==> src/rtl/sid_pkg.sv <==
// Shared constants, types and the address decoder for the SID register bank.
package sid_pkg;

    localparam int REGS_PER_VOICE = 7;

    typedef enum logic [2:0] {
        FREQ_LO = 3'd0,
        FREQ_HI = 3'd1,
        PW_LO   = 3'd2,
        PW_HI   = 3'd3,
        CONTROL = 3'd4,
        A_D     = 3'd5,
        S_R     = 3'd6
    } voice_reg_e;

    localparam logic [2:0] FC_LO_OFF    = 3'd0;
    localparam logic [2:0] FC_HI_OFF    = 3'd1;
    localparam logic [2:0] RES_FILT_OFF = 3'd2;
    localparam logic [2:0] MODE_VOL_OFF = 3'd3;
    localparam logic [2:0] POTX_OFF     = 3'd4;
    localparam logic [2:0] POTY_OFF     = 3'd5;
    localparam logic [2:0] OSC3_OFF     = 3'd6;
    localparam logic [2:0] ENV3_OFF     = 3'd7;

    typedef enum logic [1:0] {
        REGION_VOICE    = 2'd0,
        REGION_FILTER   = 2'd1,
        REGION_RO       = 2'd2,
        REGION_UNMAPPED = 2'd3
    } region_e;

    typedef struct packed {
        region_e    region;
        logic [2:0] voice;
        logic [2:0] index;
    } addr_dec_t;

    // Filter and read-only indices are offsets from the end of the voice block.
    function automatic addr_dec_t sid_decode(input logic [7:0] addr, input int unsigned num_voices);
        int unsigned a;
        int unsigned base;
        addr_dec_t   d;
        a        = {24'd0, addr};
        base     = 32'd7 * num_voices;
        d.region = REGION_UNMAPPED;
        d.voice  = 3'd0;
        d.index  = 3'd0;
        if (a < base) begin
            d.region = REGION_VOICE;
            d.voice  = 3'(a / 32'd7);
            d.index  = 3'(a % 32'd7);
        end else if (a < base + 32'd4) begin
            d.region = REGION_FILTER;
            d.index  = 3'(a - base);
        end else if (a < base + 32'd8) begin
            d.region = REGION_RO;
            d.index  = 3'(a - base);
        end else begin
            d.region = REGION_UNMAPPED;
        end
        return d;
    endfunction

endpackage

==> src/rtl/sid_bus_latch.sv <==
// Data-bus latch: holds the last written byte until the decay counter runs out.
module sid_bus_latch #(
    parameter int DECAY_CYCLES = 200000
) (
    input  logic       clk,
    input  logic       rst,
    input  logic       load,
    input  logic [7:0] din,
    output logic [7:0] dout
);

    localparam int CNT_W = $clog2(DECAY_CYCLES + 1);

    logic [CNT_W-1:0] cnt_r;
    logic [7:0]       dout_r;

    // Reload on any write; otherwise count down and clear on the final step.
    always_ff @(posedge clk) begin
        if (rst) begin
            cnt_r  <= '0;
            dout_r <= 8'h00;
        end else if (load) begin
            cnt_r  <= CNT_W'(DECAY_CYCLES);
            dout_r <= din;
        end else if (cnt_r != '0) begin
            cnt_r <= cnt_r - CNT_W'(1);
            if (cnt_r == CNT_W'(1)) begin
                dout_r <= 8'h00;
            end else begin
                dout_r <= dout_r;
            end
        end else begin
            cnt_r  <= cnt_r;
            dout_r <= dout_r;
        end
    end

    assign dout = dout_r;

endmodule

==> src/rtl/sid_reg_bank.sv <==
// SID-style register bank: write-only voice/filter registers, read-only sources,
// a decaying bus latch for reads of write-only addresses, and gate-edge pulses.
module sid_reg_bank
    import sid_pkg::*;
#(
    parameter  int NUM_VOICES   = 3,
    parameter  int DECAY_CYCLES = 200000,
    localparam int NUM_REGS     = 7 * NUM_VOICES + 8,
    localparam int ADDR_W       = $clog2(NUM_REGS)
) (
    input  logic                    clk,
    input  logic                    rst,
    input  logic                    w_en,
    input  logic [ADDR_W-1:0]       w_addr,
    input  logic [7:0]              w_data,
    input  logic                    rd_en,
    input  logic [ADDR_W-1:0]       rd_addr,
    output logic [7:0]              rd_data,
    output logic                    rd_valid,
    input  logic [7:0]              potx,
    input  logic [7:0]              poty,
    input  logic [7:0]              osc3,
    input  logic [7:0]              env3,
    output logic [NUM_VOICES*56-1:0] voice_regs,
    output logic [31:0]             filter_regs,
    output logic [NUM_VOICES-1:0]   gate_rise,
    output logic [NUM_VOICES-1:0]   gate_fall
);

    addr_dec_t               wr_dec_s;
    addr_dec_t               rd_dec_s;
    logic [7:0]              latch_s;
    logic [7:0]              rd_src_s;
    logic [NUM_VOICES*56-1:0] voice_regs_r;
    logic [31:0]             filter_regs_r;
    logic [NUM_VOICES-1:0]   gate_rise_r;
    logic [NUM_VOICES-1:0]   gate_fall_r;
    logic [7:0]              rd_data_r;
    logic                    rd_valid_r;

    assign wr_dec_s = sid_decode(8'(w_addr), NUM_VOICES);
    assign rd_dec_s = sid_decode(8'(rd_addr), NUM_VOICES);

    sid_bus_latch #(
        .DECAY_CYCLES (DECAY_CYCLES)
    ) u_bus_latch (
        .clk  (clk),
        .rst  (rst),
        .load (w_en),
        .din  (w_data),
        .dout (latch_s)
    );

    // Read source: live inputs for read-only offsets, bus latch for everything else.
    always_comb begin
        rd_src_s = latch_s;
        case (rd_dec_s)
            {REGION_RO, 3'd0, POTX_OFF}: rd_src_s = potx;
            {REGION_RO, 3'd0, POTY_OFF}: rd_src_s = poty;
            {REGION_RO, 3'd0, OSC3_OFF}: rd_src_s = osc3;
            {REGION_RO, 3'd0, ENV3_OFF}: rd_src_s = env3;
            default:                     rd_src_s = latch_s;
        endcase
    end

    // Register writes and gate-edge detection against the pre-write control byte.
    always_ff @(posedge clk) begin
        if (rst) begin
            voice_regs_r  <= '0;
            filter_regs_r <= 32'h0000_0000;
            gate_rise_r   <= '0;
            gate_fall_r   <= '0;
        end else begin
            for (int v = 0; v < NUM_VOICES; v++) begin
                gate_rise_r[v] <= 1'b0;
                gate_fall_r[v] <= 1'b0;
                for (int k = 0; k < REGS_PER_VOICE; k++) begin
                    if (w_en && wr_dec_s.region == REGION_VOICE &&
                        wr_dec_s.voice == 3'(v) && wr_dec_s.index == 3'(k)) begin
                        voice_regs_r[(7*v+k)*8 +: 8] <= w_data;
                        if (3'(k) == CONTROL) begin
                            gate_rise_r[v] <= w_data[0] & ~voice_regs_r[(7*v+4)*8];
                            gate_fall_r[v] <= ~w_data[0] & voice_regs_r[(7*v+4)*8];
                        end else begin
                            gate_rise_r[v] <= 1'b0;
                            gate_fall_r[v] <= 1'b0;
                        end
                    end else begin
                        voice_regs_r[(7*v+k)*8 +: 8] <= voice_regs_r[(7*v+k)*8 +: 8];
                    end
                end
            end
            for (int j = 0; j < 4; j++) begin
                if (w_en && wr_dec_s.region == REGION_FILTER && wr_dec_s.index == 3'(j)) begin
                    filter_regs_r[j*8 +: 8] <= w_data;
                end else begin
                    filter_regs_r[j*8 +: 8] <= filter_regs_r[j*8 +: 8];
                end
            end
        end
    end

    // One-cycle read pipeline; rd_data holds between reads.
    always_ff @(posedge clk) begin
        if (rst) begin
            rd_valid_r <= 1'b0;
            rd_data_r  <= 8'h00;
        end else begin
            rd_valid_r <= rd_en;
            if (rd_en) begin
                rd_data_r <= rd_src_s;
            end else begin
                rd_data_r <= rd_data_r;
            end
        end
    end

    assign voice_regs  = voice_regs_r;
    assign filter_regs = filter_regs_r;
    assign gate_rise   = gate_rise_r;
    assign gate_fall   = gate_fall_r;
    assign rd_data     = rd_data_r;
    assign rd_valid    = rd_valid_r;

endmodule

==> config.mk <==
export PLATFORM = sky130hd
export DESIGN_NAME = sid_reg_bank
export DESIGN_NICKNAME = d
export VERILOG_FILES = /design/src/rtl/sid_pkg.sv /design/src/rtl/sid_bus_latch.sv /design/src/rtl/sid_reg_bank.sv
export SDC_FILE = /design/constraint.sdc
export NUM_CORES = 1
export LEC_CHECK = 0
export ABC_AREA = 1
export CAP_MARGIN = 40
export CORE_MARGIN = 2
export CORE_UTILIZATION = 45
export DETAILED_ROUTE_END_ITERATION = 8
export PLACE_DENSITY_LB_ADDON = 0.05
export SLEW_MARGIN = 20
export SYNTH_ARGS = -nofsm -noshare
export SYNTH_HDL_FRONTEND = slang
export SYNTH_HIERARCHICAL = 1
export SYNTH_SLANG_ARGS = --single-unit
==> constraint.sdc <==
create_clock -name clk -period 3.46 [get_ports clk]
set_clock_uncertainty 0.05 [all_clocks]
set_input_delay 0.346 -clock clk [delete_from_list [all_inputs] [get_ports clk]]
set_output_delay 0.346 -clock clk [all_outputs]
set_load 0.01 [all_outputs]
Yosys cells after proc, flatten, opt, wreduce, memory -nomap -nowiden
Cells that the tools add are included.
{ "totals": {"ff_bits": 241, "output_inout_bits": 215, "elab_cells": 137} }
{ "classes": {"add_sub_neg": 3, "div": 4, "magnitude_cmp": 6, "n_eq_ne": 14, "n_mux": 20, "bitwise": 13, "n_reduce_logical": 41} }
{ "op_table": {"columns": ["cell", "n"], "rows": [
  ["divider 5 x 3 -> 32 bit (second input constant)", 2],
  ["remainder unit 5 x 3 -> 32 bit (second input constant)", 2],
  ["2-to-1 mux 18 bit", 2],
  ["equality test 8 bit (second input constant)", 4],
  ["case mux 8 bit (4 select lines)", 1],
  ["logical AND 1 bit", 30],
  ["< comparator 5 bit (second input constant)", 6],
  ["2-to-1 mux 3 bit", 8],
  ["2-to-1 mux 8 bit", 3],
  ["equality test 18 x 1 -> 1 bit (second input constant)", 1],
  ["nonzero test 18 bit", 1],
  ["subtractor 18 x 1 -> 18 bit (second input constant)", 1],
  ["OR reduction 4 bit", 3],
  ["equality test 3 x 2 -> 1 bit (second input constant)", 3],
  ["equality test 3 bit (second input constant)", 3],
  ["2-to-1 mux 2 bit", 4],
  ["NOT 1 bit", 7],
  ["AND 1 bit", 6],
  ["equality test 3 x 1 -> 1 bit (second input constant)", 2],
  ["zero test 3 bit", 2],
  ["subtractor 3 bit (second input constant)", 2],
  ["nonzero test 2 bit", 2],
  ["equality test 2 x 1 -> 1 bit (second input constant)", 1],
  ["zero test 2 bit", 1],
  ["other kinds (3)", 4]
]} }

Depth between registers and ports, before layout
Gate-level depths: netlist of run 1.
{ "depth": {"word_depth": 10, "ltp_mapped": 23, "depth_no_buf": 22} }

Hierarchy
Netlist of run 1, hierarchy kept.
{ "modules_own_cells": {"columns": ["module", "n_inst", "cells_each", "area_per_inst_um2", "seq_area_each_um2"], "rows": [
  ["sid_reg_bank", 1, 1424, 9933.3, 4304.1],
  ["sid_bus_latch", 1, 194, 1436.4, 520.5]
]} }

Least setup slack after synthesis of run 1
Ideal clock, no wire load.
{ "synth_timing": {"kind": "in2reg", "startpoint": "input port w_addr[4]", "endpoint": "register voice_regs_r[33], in the netlist voice_regs[33]", "arrival_ps": 2701, "required_time_ps": 3297, "setup_slack_ps": 596, "path_stages": 20, "path_cell_list": "nand2_2 -> inv_1 -> nor2_1 -> ha_1 -> nand2_2 -> nand2_2 -> inv_2 -> nand2_2 -> xor2_1 -> inv_1 -> ha_1 -> nand3_2 -> nand3_4 -> nand2_2 -> nand3_4 -> nor2_4 -> nand3_2 -> buf_2 -> nor2_1 -> nor2_1"} }
{ "synth_via": {"elab_chain_len": 8} }
{ "synth_rtl": {"columns": ["item", "line", "source"], "rows": [
  ["from (decl)", "sid_reg_bank.sv:14", "input logic [ADDR_W-1:0] w_addr,"],
  ["branches (longest 7 deep; another with divider 5 x 3 -> 32 bit)", null, null],
  ["logical AND 1 bit (*)", "sid_reg_bank.sv:79", "wr_dec_s.voice == 3'(v) && wr_dec_s.index == 3'(k)) begin"],
  ["to (signal, indexed assignment)", "sid_reg_bank.sv:80", "voice_regs_r[(7*v+k)*8 +: 8] <= w_data;"],
  ["to (signal, indexed assignment)", "sid_reg_bank.sv:89", "voice_regs_r[(7*v+k)*8 +: 8] <= voice_regs_r[(7*v+k)*8 +: 8];"],
  ["to (decl)", "sid_reg_bank.sv:34", "logic [NUM_VOICES*56-1:0] voice_regs_r;"]
]} }
Mark *: on every way between the ends.
A chain may end at the register's enable or synchronous reset.

Worst setup path after layout of run 1
{ "layout_timing": {"startpoint": "input port w_addr[3]", "endpoint": "register voice_regs_r[82], in the netlist voice_regs[82]"} }
{ "layout_via": {"elab_chain_len": 8} }
{ "layout_rtl": {"columns": ["item", "line"], "rows": [
  ["branches (longest 7 deep; another with divider 5 x 3 -> 32 bit)", null],
  ["logical AND 1 bit (*)", "sid_reg_bank.sv:79"]
]} }
Marked as above.

==> flow_metrics.py, run 1 <==
metrics = {
    "outcome": {
        "outcome": "completed",
    },
    "critical_path": {
        "r2r_cells": 7,
        "cp.arrival_ns": 3.37,
        "path_cells": "clkdlybuf4s50_1, nand2_2, inv_1, nor2_1, ha_1, nand2_2, nand2_2, inv_2, nand2_2, xor2_1, inv_1, ha_1, nand3_2, nand3_4, o21bai_2, nand2_4, nor2_4, buf_12, nand3_1, nand2_1, a21oi_1",
        "crit_path_max_incr_delay_ns": 0.54,
        "cp_max_fo": 37,
        "worstSetupPathType": "in2reg",
        "start_kind": "input port",
        "cp-end-kind": "flop",
        "cp_slowest_cell": "clkdlybuf4s50_1",
        "crit_top_cell": "nand2_2",
        "critPathRequiredTime_ns": 3.81,
    },
    "synthesis": {
        "yosys_warnings": 6,
        "netlist_instances": 1618,
        "synth.distinct_cells": 40,
        "synth_area_leaders": "dfxtp_1 (42%), nand2_1 (14%), nor2_1 (9.8%), inv_1 (5.3%), a21oi_1 (4.2%)",
        "synth_area_sq_um": 11400,
        "yosysTopAreaCellShare_pct": 42.4,
        "ys_ff_latch": 241,
        "synth_top_cell_by_area": "dfxtp_1",
        "syn_avg_cell_area_sq_um": 7.03,
        "yosysSeqAreaShare_pct": 42.4,
        "syn-num-nets": 1683,
    },
    "power_and_ir_drop": {
        "comb_power_share_pct": 16.6,
        "report.power.total_mw": 6.89,
        "power_frac_seq_pct": 41.9,
        "power.density_nw_per_um2": 443,
        "power_frac_clock_pct": 41.5,
        "switching_share_pct": 27.3,
        "p_leak_nw": 6.69,
        "p_int_mw": 5.01,
        "peakVddDrop_mv": 0.362,
        "p_sw_mw": 1.88,
    },
    "drt": {
        "route.antenna.remaining_nets": 0,
        "drc": 0,
        "dr_total_vias": 10900,
        "first_iter_violations": 731,
        "post_drt_wl_per_cell_um": 14.6,
        "via_per_inst": 4.85,
        "wl_um": 32900,
        "first_pass_iters": 5,
    },
    "sta": {
        "rsz0062_at_grt": "false",
        "fin_crit_sh_pct": 87.2,
        "hold_viol_final": 0,
        "tightest_slew_ns": 0.833,
        "slew-limit-headroom_pct": 44.3,
        "whs_ns": 0.0252,
        "setup_viol": 0,
        "min_period_ns": 3.02,
        "drv_slew": 0,
        "clock.fmax_mhz": 331,
        "fin_tns_setup_ns": 0,
    },
    "floorplanning": {
        "dieArea_sq_um": 26600,
        "rows": 58,
        "die_w_um": 163,
        "pin_count": 269,
        "die_y_um": 163,
        "core-area_sq_um": 25000,
        "start_util_pct": 45.5,
    },
    "global_route": {
        "grt_pass1_wl_um": 52300,
        "track_usage_pct": 24.3,
        "grt_pass1_vias": 9864,
        "grt_max_degree": 72,
        "grt-ovfl-total": 0,
        "antenna_found_initial": 0,
    },
    "clock_tree": {
        "cts_resized": 0,
        "cts_buffers": 26,
        "cts_max_level": 1,
        "numClockSinks": 241,
        "cts_setup_buffers": 0,
        "cts_buffer_depth": 3,
        "root_buffer": "clkbuf_16",
        "clkSlewWorstSetupHoldPaths_ns": 0.06,
        "cts_hold_repair.buffers": 0,
        "clkLatencyLatePin_ns": 0.52,
        "cts_tree": "done",
    },
    "cells_and_area": {
        "design_area_sq_um": 15600,
        "diodes": 0,
        "drive_above_1_share_pct": 10.9,
        "final_common_cell": "nand2_1",
        "nets": 1959,
        "area_growth_pct": 36.9,
        "final_cell_mix": "nand2_1 (432), nor2_1 (298), clkdlybuf4s50_1 (267), dfxtp_1 (241), inv_1 (160)",
    },
    "hold_path": {
        "whs_path_depth": 2,
        "worstHoldPathType": "in2reg",
    },
    "placed_design": {
        "routabilityCongestion": 0.850,
        "portBuffers": 268,
        "dp_hpwl_um": 22800,
        "placed_area_sq_um": 14700,
    },
    "job": {
        "maxCapViolCount": 0,
    },
}
cell usage after synthesis (all sizes together):
library cell,number
nand4,75
nand3b,2
a211oi,1
nand2,455
inv,163
or2,2
xnor2,7
clkbuf,33
ha,11
o21bai,9
nor3,11
a31oi,2
nor4,1
nor2,323
a21oi,99
buf,59
dfxtp,241
nand3,102
clkinv,2
xor2,5
o21ai,15
worst max-delay path: cells and delay by family:
kind                     cells  cell delay [ns]
buffers and inverters        5             0.96
XOR/XNOR                     1             0.16
AND/OR/NAND/NOR             11             1.22
adder cells (fa/ha/maj)      2             0.41
AO/OA/AOI/OAI                2             0.25
routing by layer:
layer / routed length [um] / part of all wire, % / track usage [%]
met5: 0 / 0 / 0
met1: 14800 / 45 / 33.0
met3: 2330 / 7.1 / 5.14
met2: 15000 / 46 / 39.1
met4: 733 / 2.2 / 6.72
worst paths after layout:
path	slack (ns)	endpoint	from
worst min register to register	0.39	gate_rise[0]$_SDFF_PP0_	voice_regs[32]$_SDFFE_PP0P_
worst max-delay path	0.44	voice_regs[82]$_SDFFE_PP0P_	w_addr[3]
worst min-delay path	0.03	u_bus_latch/cnt_r[17]$_SDFFE_PP0P_	rst
worst max register to register	1.86	u_bus_latch/cnt_r[2]$_SDFFE_PP0P_	u_bus_latch/cnt_r[0]$_SDFFE_PP0P_
layout make-up:
type	count	area [sq um]
multi-input cells	1120	5410
fillers	2307	9400
repair buffers	340	3410
inverters	165	622
well taps	330	413
flip-flops and latches	241	4820
clock buffers	40	795
clock inverters	7	88.8
metrics by stage:
step | util [%] | cells | worst slack, ns
3_5_place_dp | 58.7 | 2195 | -0.110
4_1_cts | 62.3 | 2242 | 0.434
2_1_floorplan | - | 1618 | 0.596
6_report | 62.3 | 2243 | 0.442
5_1_grt | 62.3 | 2243 | 0.150
3_3_place_gp | 58.5 | 2192 | -0.0300
state kept, by name, summed over array words and instances, names as in the netlist:
register	count
rd_valid	1
u_bus_latch/cnt_r	18
gate_rise	3
u_bus_latch/dout	8
filter_regs	32
gate_fall	3
rd_data	8
voice_regs	168
power by group through the flow:
| stage | logic [mW] | clock network [mW] | registers [mW] |
|---|---|---|---|
| after floorplan | 0.710 | 0 | 2.96 |
| after global placement | 1.12 | 0 | 2.95 |
| after detailed placement | 1.14 | 0 | 2.95 |
| after CTS | 1.14 | 2.92 | 2.89 |
| after global routing | 1.26 | 3.03 | 2.90 |
| final | 1.14 | 2.86 | 2.89 |
kinds of logic after synthesis:
logic type                 synth area share (%)
and+or+nand+nor                            39.4
buffers and inverters                      10.1
DFF                                        42.4
AOI/OAI and AO/OA                          6.00
xor gates and xnor gates                  0.924
adders and majority gates                  1.21
No activity file was read; power rests on OpenSTA's default activity.
==> inputs of run 2 (changes only) <==
--- a/config.mk
+++ b/config.mk
@@ -7,7 +7,7 @@
 export LEC_CHECK = 0
 export ABC_AREA = 1
 export CAP_MARGIN = 40
-export CORE_MARGIN = 2
+export CORE_MARGIN = 1
 export CORE_UTILIZATION = 45
 export DETAILED_ROUTE_END_ITERATION = 8
 export PLACE_DENSITY_LB_ADDON = 0.05
==> flow_metrics.py, run 2 (synthesized netlist as in run 1, its figures left out) <==
metrics = {
    "outcome": {
        "outcome": "completed",
    },
    "placed_design": {
        "dp_hpwl_um": 22900,
        "pre_cts_ws_ns": -0.171,
        "routabilityCongestion": 0.866,
        "portBuffers": 268,
    },
    "drt": {
        "dr_total_vias": 11000,
        "route.antenna.remaining_nets": 0,
        "post_drt_wl_per_cell_um": 14.8,
        "via_per_inst": 4.91,
        "first_pass_iters": 5,
        "first_iter_violations": 661,
        "wl_um": 33000,
        "drc": 0,
    },
    "cells_and_area": {
        "final_cell_mix": "nand2_1 (432), nor2_1 (298), clkdlybuf4s50_1 (267), dfxtp_1 (241), inv_1 (160)",
        "final_common_cell": "nand2_1",
        "largest_register_ffs": 168,
        "fillers": 2343,
        "nets": 1951,
        "area_growth_pct": 35.6,
        "drive_above_1_share_pct": 10.4,
    },
    "floorplanning": {
        "rows": 57,
        "core-area_sq_um": 24500,
        "dieArea_sq_um": 25900,
        "pin_count": 269,
        "die_y_um": 161,
        "die_w_um": 161,
        "start_util_pct": 46.3,
    },
    "critical_path": {
        "critPathRequiredTime_ns": 3.82,
        "cp.arrival_ns": 3.42,
        "r2r_cells": 7,
        "cp-end-kind": "flop",
        "worstSetupPathType": "in2reg",
        "start_kind": "input port",
        "cp_max_fo": 48,
    },
    "sta": {
        "clock.fmax_mhz": 327,
        "hold_viol_final": 0,
        "setup_viol": 0,
        "rsz0062_at_grt": "false",
        "slew-limit-headroom_pct": 41.5,
        "min_period_ns": 3.06,
        "drv_slew": 0,
        "fin_crit_sh_pct": 88.5,
        "tightest_slew_ns": 0.875,
        "fin_ws_ns": 0.399,
    },
    "global_route": {
        "grt_pass1_wl_um": 52700,
        "grt_pass1_vias": 10100,
        "antenna_found_initial": 1,
        "track_usage_pct": 25.1,
        "grt_max_degree": 77,
        "grt-ovfl-total": 0,
    },
    "clock_tree": {
        "numClockSinks": 241,
        "cts_max_level": 1,
        "root_buffer": "clkbuf_16",
        "clkSlewWorstSetupHoldPaths_ns": 0.06,
        "cts_setup_buffers": 0,
        "cts_buffers": 26,
        "cts_resized": 0,
        "cts_hold_repair.buffers": 0,
        "cts_tree": "done",
        "clkLatencyLatePin_ns": 0.53,
        "cts_buffer_depth": 3,
    },
    "power_and_ir_drop": {
        "report.power.total_mw": 6.85,
        "peakVddDrop_mv": 0.353,
        "p_leak_nw": 6.63,
        "comb_power_share_pct": 16.4,
        "switching_share_pct": 27.3,
        "p_int_mw": 4.98,
        "p_sw_mw": 1.87,
        "power_frac_seq_pct": 42.2,
        "power_frac_clock_pct": 41.4,
        "power.density_nw_per_um2": 444,
    },
    "job": {
        "maxCapViolCount": 0,
    },
    "hold_path": {
        "worstHoldPathType": "in2reg",
        "whs_path_depth": 3,
    },
}
[run 2: cell types whose count changed in the layout (fill, tap and decap cells not counted), sizes merged]
| cell | change |
|---|---|
| diode | +1 |
| buf | -8 |
| clkbuf | +1 |
[run 2: power by group through the flow]
stage / clock, mW / sequential [mW] / combinational [mW]
3_3_place_gp: 0 / 2.95 / 1.10
5_1_grt: 3.01 / 2.90 / 1.23
6_report: 2.84 / 2.89 / 1.12
3_5_place_dp: 0 / 2.95 / 1.12
4_1_cts: 2.89 / 2.89 / 1.13
2_1_floorplan: 0 / 2.96 / 0.710
[run 2: per-stage QoR]
| stage | TNS [ns] | std cells | utilization (%) | hold WS, ns | instance area, sq um |
|---|---|---|---|---|---|
| final | 0 | 2231 | 62.9 | 0.250 | 15400 |
| after global routing | 0 | 2231 | 62.9 | 0.266 | 15400 |
| after CTS | 0 | 2230 | 62.8 | 0.235 | 15400 |
| after detailed placement | -12.31 | 2182 | 59.3 | 0.384 | 14500 |
| after global placement | -5.22 | 2180 | 59.1 | 0.380 | 14500 |
| after floorplan | 0 | 1618 | - | 0.358 | 11400 |
[run 2: layer usage]
layer  vias to the layer above  share of wire, %  global-route usage (%)
met3                        66               7.0                    5.37
li1                       5599                 -                       -
met4                         0               3.1                    8.88
met5                         -                 0                       0
met1                      4976                44                    33.1
met2                       315                46                    40.3
[run 2: path summary, 6_finish.rpt]
| check | from | end | slack, ns |
|---|---|---|---|
| max | w_addr[4] | filter_regs[28]$_SDFFE_PP0P_ | 0.40 |
| min | rst | u_bus_latch/cnt_r[17]$_SDFFE_PP0P_ | 0.25 |
| max reg2reg | u_bus_latch/cnt_r[0]$_SDFFE_PP0P_ | u_bus_latch/cnt_r[2]$_SDFFE_PP0P_ | 1.86 |
| min reg2reg | voice_regs[32]$_SDFFE_PP0P_ | gate_rise[0]$_SDFF_PP0_ | 0.40 |
[run 2: critical path, cell delays in order]
cell and delay, ns:
clkdlybuf4s50_1 0.49, nand2_2 0.07, inv_1 0.07, nor2_1 0.04
ha_1 0.20, nand2_2 0.09, nand2_2 0.06, inv_2 0.06
nand2_2 0.05, xor2_1 0.17, inv_1 0.09, ha_1 0.21
nand3_2 0.10, nand3_4 0.15, o21bai_2 0.20, nand2_4 0.15
nor2_4 0.13, buf_12 0.22, nand3_1 0.29, nand2_1 0.14
a21oi_1 0.06
[run 2: final cells by class]
class	count	area (sq um)	share of cell area (%)
Antenna cell	1	2.50	0.0162
Clock buffer	41	788	5.11
Clock inverter	7	88.8	0.576
Inverter	165	622	4.03
Multi-Input combinational cell	1120	5410	35.1
Sequential cell	241	4820	31.3
Tap cell	324	405	2.63
Timing Repair Buffer	332	3280	21.3
